## src/rtl/puf_sequencer.sv

```systemverilog
// Arbiter-PUF key sequencer: fires each of 8 LFSR challenges VOTES times and majority-votes the response into key/stable.
// Latency: 8*(SETTLE + VOTES*(HOLD+SETTLE) + 1) cycles from accepted start to the one-cycle done strobe.
// Backpressure: none; start is only sampled in IDLE and is ignored while busy.
module puf_sequencer #(
    parameter int SETTLE = 4,
    parameter int HOLD   = 4,
    parameter int VOTES  = 5
) (
    input  logic       clk,
    input  logic       rst,
    input  logic       start,
    input  logic [7:0] seed,
    output logic [7:0] puf_challenge,
    output logic       puf_pulse,
    input  logic       puf_response,
    output logic       busy,
    output logic       done,
    output logic [7:0] key,
    output logic [7:0] stable
);

    localparam logic [2:0] S_IDLE    = 3'd0;
    localparam logic [2:0] S_APPLY   = 3'd1;
    localparam logic [2:0] S_FIRE    = 3'd2;
    localparam logic [2:0] S_RELAX   = 3'd3;
    localparam logic [2:0] S_RESOLVE = 3'd4;
    localparam logic [2:0] S_DONE    = 3'd5;

    logic [2:0] state;
    logic [2:0] state_nxt;
    logic [7:0] cnt;
    logic [7:0] lfsr;
    logic [7:0] lfsr_nxt;
    logic [2:0] bit_idx;
    logic [3:0] vote_cnt;
    logic [3:0] ones;
    logic       fire_last;
    logic       chal_on_nxt;

    assign fire_last = (state == S_FIRE) && (cnt == 8'(HOLD - 1));

    always_comb begin
        state_nxt = state;
        case (state)
            S_IDLE:    if (start) state_nxt = S_APPLY;
            S_APPLY:   if (cnt == 8'(SETTLE - 1)) state_nxt = S_FIRE;
            S_FIRE:    if (fire_last) state_nxt = S_RELAX;
            S_RELAX:   if (cnt == 8'(SETTLE - 1))
                           state_nxt = (vote_cnt < 4'(VOTES)) ? S_FIRE : S_RESOLVE;
            S_RESOLVE: state_nxt = (bit_idx == 3'd7) ? S_DONE : S_APPLY;
            S_DONE:    state_nxt = S_IDLE;
            default:   state_nxt = S_IDLE;
        endcase
    end

    // Value the LFSR will hold next cycle, so the registered challenge lines up with it.
    always_comb begin
        lfsr_nxt = lfsr;
        if (state == S_IDLE && start)
            lfsr_nxt = (seed == 8'h00) ? 8'h01 : seed;
        else if (state == S_RESOLVE)
            lfsr_nxt = {lfsr[6:0], lfsr[7] ^ lfsr[5] ^ lfsr[4] ^ lfsr[3]};
    end

    assign chal_on_nxt = (state_nxt == S_APPLY) || (state_nxt == S_FIRE) ||
                         (state_nxt == S_RELAX) || (state_nxt == S_RESOLVE);

    always_ff @(posedge clk) begin
        if (rst) begin
            state         <= S_IDLE;
            cnt           <= 8'h00;
            lfsr          <= 8'h00;
            bit_idx       <= 3'd0;
            vote_cnt      <= 4'd0;
            ones          <= 4'd0;
            key           <= 8'h00;
            stable        <= 8'h00;
            puf_challenge <= 8'h00;
            puf_pulse     <= 1'b0;
            busy          <= 1'b0;
            done          <= 1'b0;
        end else begin
            state <= state_nxt;
            lfsr  <= lfsr_nxt;
            cnt   <= (state_nxt != state) ? 8'h00 : cnt + 8'd1;

            if (state == S_IDLE && start) begin
                bit_idx  <= 3'd0;
                vote_cnt <= 4'd0;
                ones     <= 4'd0;
                key      <= 8'h00;
                stable   <= 8'h00;
            end

            if (fire_last) begin
                ones     <= ones + {3'b000, puf_response};
                vote_cnt <= vote_cnt + 4'd1;
            end

            if (state == S_RESOLVE) begin
                key[bit_idx]    <= (ones > 4'(VOTES / 2));
                stable[bit_idx] <= (ones == 4'd0) || (ones == 4'(VOTES));
                ones            <= 4'd0;
                vote_cnt        <= 4'd0;
                bit_idx         <= bit_idx + 3'd1;
            end

            // Outputs are registered from the next state so they never glitch.
            puf_challenge <= chal_on_nxt ? lfsr_nxt : 8'h00;
            puf_pulse     <= (state_nxt == S_FIRE);
            busy          <= (state_nxt != S_IDLE);
            done          <= (state_nxt == S_DONE);
        end
    end

endmodule
```

## config.mk

```make
export PLATFORM = sky130hd
export DESIGN_NAME = puf_sequencer
export DESIGN_NICKNAME = d
export VERILOG_FILES = /design/src/rtl/puf_sequencer.sv
export SDC_FILE = /design/constraint.sdc
export NUM_CORES = 1
export LEC_CHECK = 0
export ABC_CLOCK_PERIOD_IN_PS = 2900
export CAP_MARGIN = 20
export CORE_UTILIZATION = 58
export CTS_CLUSTER_SIZE = 14
export DETAILED_ROUTE_END_ITERATION = 8
export PLACE_DENSITY = 0.85
export SLEW_MARGIN = 20
export SYNTH_ARGS = -nofsm -noshare
export SYNTH_HDL_FRONTEND = slang
export SYNTH_SLANG_ARGS = --single-unit
```

## constraint.sdc

```tcl
create_clock -name clk -period 2.9 [get_ports clk]
set_input_delay 0.58 -clock clk [delete_from_list [all_inputs] [get_ports clk]]
set_output_delay 0.58 -clock clk [all_outputs]
set_load 0.05 [all_outputs]
```

**Word level (Yosys, flattened, before mapping)**

Index checks and enable logic that the tools add are counted.

- Flip-flop bits (word level): 57
- Input port bits: 12
- Output and inout port bits: 27
- Logic and storage cells: 78

- $add $sub $neg: 4
- Magnitude comparators: 4
- Eq/ne operators: 13
- Multiplexer cells: 25
- Bitwise operators: 4
- Reduce and logical (&&, ||, !) cells: 16

Operators by type and width:

| cell | number |
|---|---|
| 8-bit two-way mux | 9 |
| 3-bit two-way mux | 8 |
| 8-bit bitwise mux | 2 |
| 3-bit one-hot mux with 5 select lines | 1 |
| 3-bit by 2-bit == test with 1-bit output, second input constant | 4 |
| 3-bit == test, second input constant | 4 |
| 4-bit two-way mux | 3 |
| 8-bit by 1-bit adder with 8-bit output, second input constant | 1 |
| 8-bit by 2-bit == test with 1-bit output, second input constant | 1 |
| 8-bit logical NOT | 1 |
| 3-bit by 1-bit == test with 1-bit output, second input constant | 2 |
| 2-bit OR reduction | 3 |
| 4-bit by 1-bit adder with 4-bit output | 1 |
| 4-bit by 1-bit adder with 4-bit output, second input constant | 1 |
| 4-bit by 3-bit == test with 1-bit output, second input constant | 1 |
| 4-bit by 2-bit greater-than comparator with 1-bit output, second input constant | 1 |
| 4-bit logical NOT | 1 |
| 1-bit logical OR | 4 |
| 3-bit by 4-bit less-than comparator with 1-bit output, second input constant | 1 |
| 4-bit by 3-bit less-than comparator with 1-bit output, second input constant | 1 |
| 2-bit nonzero test | 2 |
| 3-bit by 1-bit adder with 3-bit output, second input constant | 1 |
| 1-bit demux with 3-bit select | 1 |
| 3-bit by 1-bit >= comparator with 1-bit output, second input constant | 1 |
| other kinds (7) | 11 |

**Logic depth before layout (Yosys ltp)**

Gate-level depths: netlist of the first run.

- Word-level depth: 10
- Gate-level depth with buffers: 7
- Depth with buffers taken out: 6

**Worst setup path after synthesis of the first run**

OpenSTA, ideal clock, no wires.

- Path kind: input -> register
- Start: input start
- End: register key[6]
- Arrival: 1.553 ns
- Data required time: 2.772 ns
- Path slack: 1.219 ns
- Stages on the path: 6
- Path through: or4b_1 > buf_6 > buf_2 > nand2_1 > mux2_2 > nor2_1

- Word-level cells in the longest chain between the ends: 5

Ends and longest elaborated chain:

| what | line | source |
|---|---|---|
| from (decl) | 11 | `input logic start,` |
| 1-bit logical AND (*) | 87 | `if (state == S_IDLE && start) begin` |
| 8-bit two-way mux (*) | 87 |  |
| 8-bit two-way mux (*) | 69 | `if (rst) begin` |
| 8-bit bitwise mux | 101 | `key[bit_idx] <= (ones > 4'(VOTES / 2));` |
| 8-bit two-way mux (*) | 100 | `if (state == S_RESOLVE) begin` |
| to (signal, indexed assignment) | 101 |  |
| to (decl) | 18 | `output logic [7:0] key,` |

Mark *: on every way between the ends. The rest lies on a longest branch, timed or not. The select of a mux whose other input is x is not followed.
A chain may end at the register's enable or synchronous reset.

**Worst setup path in the final report of the first run**

Same ends and word-level chain as after synthesis.

==> run summary, run 1 <==
- worst relative slew slack: 35.1%
- Iter 0 DRT Violations: 159
- average footprint of a synthesized cell: 9.34 um^2
- utilization after layout: 73.6%
- Congestion Overflow GR: 0
- largest net degree at the start of global routing: 27
- TritonCTS clock tree: built
- Pins Over Slew Limit: 0
- clock buffer count from CTS: 9
- post-route DRC violation count: 0
- wire length on met1: 2490 um
- sequential cell area fraction in the yosys report: 43.2%
- first-pass GRT wire length: 9050 um
- clock latency at the later pin of the worst-skew pair: 0.32 ns
- final setup TNS: 0 ns
- async set or reset register ratio after synthesis: 0%
- measured slew at the worst slew-check pin: 0.968 ns
- final cycle utilization of the critical path: 73.6%
- count of flip-flops with a built-in enable after synthesis: 0
- critical path data required time: 3.10 ns
- routed wire length: 5340 um
- detailed-placement wirelength estimate: 3600 um
- synthesized netlist net count: 302
- Core Rows: 24
- area taken by flip-flops and latches: 1140 um^2
- Die Width: 69.5 um
- Synth Flop Type: sky130_fd_sc_hd__dfxtp_1
- layout overhead on the synthesized area: 21.2%
- leading cell type by number of instances after synthesis: sky130_fd_sc_hd__dfxtp_1
- maximum buffer depth of the clock tree: 2
- clock root cell: sky130_fd_sc_hd__clkbuf_8
- Resized cells post-CTS: 0
- final net count: 341
- Sinks on Clock Net: 57
- number of register bits inferred by synthesis: 57
- maximum net fanout on the critical path: 16
- Setup crit end kind: flop
- Placed Instances: 363
- vias: 2092
- count of inserted antenna diode cells: 0
- warnings from Yosys: 0
- mapped cell area: 2640 um^2
- Core Footprint: 4350 um^2
- post-layout minimum cycle time: 2.13 ns
- DR top layer: met4
- Hold Violations, Final: 0
- arrival time at the worst endpoint: 2.34 ns
- initial core utilization: 60.7%
- area used by multi-input combinational logic: 1380 um^2
- hold buffers post-CTS: 0
- routed length on met2: 2610 um
- Die Area: 4830 um^2
- nature of the critical path startpoint: input pin
- clock transition time at the flip-flop clock pins of the worst setup and hold paths: 0.06 ns
- H-tree depth reported by CTS: 3
- Fill cells: 334
- post-route ant nets: 0
- antenna violations before repair: 0
- area fraction of the dominant cell type after synthesis: 43.2%
- worst clock skew on the final layout: 0.00754 ns
- largest cells by area after synthesis: sky130_fd_sc_hd__dfxtp_1 (43%), sky130_fd_sc_hd__mux2_2 (9.8%), sky130_fd_sc_hd__nor2_1 (7.2%)
- Port Buffer Count: 38
- total global-route track usage: 23.8%
- start-to-end type of the worst setup path: in -> reg
- final instance count without filler cells: 379
- Worst IR Drop VDD: 0.408 mV
- fraction of layout instances using a drive strength above 1: 15.9%
- Syn Inst Count: 283
- unrepaired setup endpoints after global routing: no
- WL per Instance: 14.1 um
- Die Y: 69.5 um
- post-detailed-route via-to-cell ratio: 5.52
- top cell types by occurrence after synthesis: sky130_fd_sc_hd__dfxtp_1 (57), sky130_fd_sc_hd__nor2_1 (51), sky130_fd_sc_hd__nand2_1 (27), sky130_fd_sc_hd__mux2_2 (23), sky130_fd_sc_hd__nand3_1 (14)
- leakage power figure: 1.25 nW
- total iterations of the first detailed-routing run: 5
- vias in the first global route: 1958
- max-cap violations: 0
- class of the worst hold path: reg -> reg
- timing-limited maximum frequency: 0.469 GHz
- unique cell type count in the Yosys netlist: 43
- Post-CTS Repair Setup Buffers: 0
- amount of wire on met3 after detailed routing: 187 um
- power density cells: 515 nW/um^2
- final weighted congestion in routability-driven placement: 0.821
- cell taking the most area after synthesis: sky130_fd_sc_hd__dfxtp_1
- total setup violations reported at the end of the flow: 0
- Boundary Pins: 39
- result of the run: finished, final reports clean
## worst max-delay path, stage by stage
cell	delay [ns]
sky130_fd_sc_hd__clkdlybuf4s50_1	0.55
sky130_fd_sc_hd__or4b_1	0.65
sky130_fd_sc_hd__buf_4	0.28
sky130_fd_sc_hd__nand2_1	0.09
sky130_fd_sc_hd__mux2_2	0.15
sky130_fd_sc_hd__nor2_1	0.04
## path summary, 6_finish.rpt
kind,cells past startpoint,startpoint,slack [ns],end
setup / recovery,6,start,0.77,key[6]$_SDFF_PP0_
hold / removal,1,cnt[0]$_SDFF_PP0_,0.48,cnt[0]$_SDFF_PP0_
setup reg to reg,5,state[2]$_SDFF_PP0_,0.94,puf_challenge[7]$_SDFF_PP0_
hold reg to reg,1,cnt[0]$_SDFF_PP0_,0.48,cnt[0]$_SDFF_PP0_
## where the power goes
part	internal (mW)	leakage [nW]	total, mW	switching, mW
clock	0.353	0.0932	0.650	0.297
combinational	0.0711	0.693	0.174	0.103
sequential	0.805	0.462	0.826	0.0201
## stage by stage
stage	power [mW]	area, um^2	hold slack (ns)	setup slack [ns]
after CTS	1.66	3200	0.481	0.788
after detailed placement	1.02	3030	0.466	0.463
after global routing	1.72	3200	0.521	0.716
after global placement	1.01	3030	0.462	0.500
final	1.65	3200	0.479	0.766
after floorplan	0.966	2640	0.438	1.22
## layer usage
layer | up-vias | GRT usage [%]
met4 | 0 | 9.07
li1 | 1055 | -
met1 | 989 | 30.7
met5 | - | 0
met2 | 42 | 38.1
met3 | 6 | 6.25
## cells in the final DEF (no fill, tap or decap), drive strengths merged, types with 6 or more instances in the layout
| master | count |
|---|---|
| a21oi | 6 |
| clkbuf | 13 |
| nand3 | 15 |
| buf | 6 |
| nand2 | 27 |
| mux2i | 8 |
| xor2 | 8 |
| inv | 6 |
| nor2 | 51 |
| and3 | 7 |
| mux2 | 23 |
| ha | 7 |
| dfxtp | 57 |
| clkdlybuf4s50 | 38 |
## logic make-up (layout without fill, tap and decap cells)
| family | Yosys count | count (layout) | share of synthesized area, % |
|---|---|---|---|
| multiplexers | 31 | 31 | 12.8 |
| AO/OA/AOI/OAI | 24 | 24 | 6.39 |
| flip-flops | 57 | 57 | 43.2 |
| AND/OR/NAND/NOR | 130 | 130 | 25.5 |
| adder cells (fa/ha/maj) | 7 | 7 | 3.31 |
| XOR/XNOR | 12 | 12 | 3.98 |
| buffers and inverters | 22 | 66 | 4.78 |
## registers in the layout (all words and copies together), names as in the netlist, 3 cells and up
| register | cells |
|---|---|
| cnt | 8 |
| vote_cnt | 4 |
| lfsr | 8 |
| stable | 8 |
| key | 8 |
| state | 3 |
| puf_challenge | 8 |
| ones | 4 |
| bit_idx | 3 |
## area by class of cell
class | count | share of cell area (%)
multi-input cells | 204 | 42.9
clock buffers | 13 | 4.96
inverters | 6 | 0.703
well taps | 52 | 2.03
clock inverters | 3 | 0.469
repair buffers | 44 | 13.3
flip-flops and latches | 57 | 35.6
Power figures use the tool's default switching activity.
==> inputs of run 2 (changes only) <==
--- a/config.mk
+++ b/config.mk
@@ -5,12 +5,12 @@
 export SDC_FILE = /design/constraint.sdc
 export NUM_CORES = 1
 export LEC_CHECK = 0
-export ABC_CLOCK_PERIOD_IN_PS = 2900
+export ABC_CLOCK_PERIOD_IN_PS = 2000
 export CAP_MARGIN = 20
-export CORE_UTILIZATION = 58
+export CORE_UTILIZATION = 54
 export CTS_CLUSTER_SIZE = 14
 export DETAILED_ROUTE_END_ITERATION = 8
-export PLACE_DENSITY = 0.85
+export PLACE_DENSITY = 0.8
 export SLEW_MARGIN = 20
 export SYNTH_ARGS = -nofsm -noshare
 export SYNTH_HDL_FRONTEND = slang
==> constraint.sdc (replaced) <==
create_clock -name clk -period 2 [get_ports clk]
set_input_delay 0.4 -clock clk [delete_from_list [all_inputs] [get_ports clk]]
set_output_delay 0.4 -clock clk [all_outputs]
set_load 0.05 [all_outputs]
==> run summary, run 2 (same netlist as run 1, synthesis figures left out) <==
- total setup violations reported at the end of the flow: 0
- maximum net fanout on the critical path: 2
- largest net degree at the start of global routing: 23
- Congestion Overflow GR: 0
- leakage power figure: 1.29 nW
- arrival time at the worst endpoint: 1.52 ns
- clock buffer count from CTS: 9
- total global-route track usage: 23.0%
- final weighted congestion in routability-driven placement: 0.762
- count of inserted antenna diode cells: 0
- layout overhead on the synthesized area: 24.8%
- post-route ant nets: 0
- leading cell type in the layout, fill and taps excluded: sky130_fd_sc_hd__dfxtp_1
- routed wire length: 5340 um
- critical path data required time: 1.60 ns
- clock transition time at the flip-flop clock pins of the worst setup and hold paths: 0.06 ns
- final cycle utilization of the critical path: 95.9%
- vias in the first global route: 2096
- Sinks on Clock Net: 57
- Iter 0 DRT Violations: 117
- WL per Instance: 13.2 um
- hold buffers post-CTS: 0
- max-cap violations: 0
- cell type of the slowest stage on the worst timing path: sky130_fd_sc_hd__clkdlybuf4s50_1
- start-to-end type of the worst setup path: reg -> out
- Fill cells: 372
- clock root cell: sky130_fd_sc_hd__clkbuf_8
- post-layout minimum cycle time: 1.92 ns
- antenna violations before repair: 0
- Boundary Pins: 39
- post-detailed-route via-to-cell ratio: 5.25
- TritonCTS clock tree: built
- Post-CTS Repair Setup Buffers: 0
- clock latency at the later pin of the worst-skew pair: 0.34 ns
- post-route DRC violation count: 0
- unrepaired setup endpoints after global routing: no
- final worst-path setup slack: 0.0820 ns
- Hold Violations, Final: 0
- final instance count without filler cells: 404
- area used by multi-input combinational logic: 1380 um^2
- maximum buffer depth of the clock tree: 2
- Placed Instances: 388
- Port Buffer Count: 38
- worst clock skew on the final layout: 0.00792 ns
- worst relative slew slack: 64.4%
- Core Footprint: 4720 um^2
- result of the run: finished, final reports clean
- total power: 2.41 mW
- class of the worst hold path: reg -> reg
- largest delay contributor family on the critical path: buffers and inverters
- detailed-placement wirelength estimate: 3800 um
- Pins Over Slew Limit: 0
- Die Area: 5180 um^2
- Setup crit end kind: primary output
- area taken by flip-flops and latches: 1140 um^2
- Die Width: 72.0 um
- Critical path buffers and inverters: 1
- fraction of layout instances using a drive strength above 1: 18.1%
- nature of the critical path startpoint: flop
- Worst IR Drop VDD: 0.442 mV
- timing-limited maximum frequency: 0.521 GHz
- pre-CTS WS: -0.0561 ns
- Core Rows: 25
- measured slew at the worst slew-check pin: 0.532 ns
- initial core utilization: 55.9%
- Resized cells post-CTS: 0
- first-pass GRT wire length: 9210 um
- H-tree depth reported by CTS: 3
- vias: 2120
- Die Y: 72.0 um
- utilization after layout: 69.8%
- commonest non-fill, non-tap cells in the layout: sky130_fd_sc_hd__dfxtp_1 (57), sky130_fd_sc_hd__nor2_1 (51), sky130_fd_sc_hd__clkdlybuf4s50_1 (38)
- total iterations of the first detailed-routing run: 4
- worst stage delay on the critical path: 0.83 ns
- smallest hold slack: 0.473 ns
- final net count: 351
- power density cells: 730 nW/um^2
- cell-by-cell listing of the critical path: clkdlybuf4s50_1
## run 2: power by group
part	switching (mW)	internal, mW
logic	0.156	0.114
clock network	0.430	0.516
registers	0.0225	1.17
total	0.608	1.80
## run 2: layout make-up
| class | count | share of cell area, % |
|---|---|---|
| clock buffers | 14 | 4.93 |
| clock inverters | 2 | 0.379 |
| inverters | 6 | 0.683 |
| multi-input cells | 204 | 41.7 |
| flip-flops and latches | 57 | 34.6 |
| well taps | 67 | 2.54 |
| repair buffers | 54 | 15.2 |
## run 2: per-stage QoR
stage	setup TNS (ns)	instance area [um^2]
final	0	3300
after floorplan	0	2640
after global placement	-0.165	3120
after global routing	0	3300
after CTS	0	3300
after detailed placement	-0.832	3120
## run 2: final timing paths
check / from / endpoint / slack [ns] / cells after the start
hold / removal: cnt[0]$_SDFF_PP0_ / cnt[0]$_SDFF_PP0_ / 0.47 / 1
setup reg to reg: cnt[0]$_SDFF_PP0_ / busy$_SDFF_PP0_ / 0.31 / 6
setup / recovery: stable[4]$_SDFF_PP0_ / stable[4] / 0.08 / 1
hold reg to reg: cnt[0]$_SDFF_PP0_ / cnt[0]$_SDFF_PP0_ / 0.47 / 1
## run 2: routing by layer
metal / wire length, um / vias to the layer above / track usage, %
li1: - / 1074 / -
met1: 2460 / 995 / 28.2
met2: 2580 / 42 / 37.8
met3: 230 / 9 / 7.92
met4: 72 / 0 / 8.06
met5: 0 / - / 0
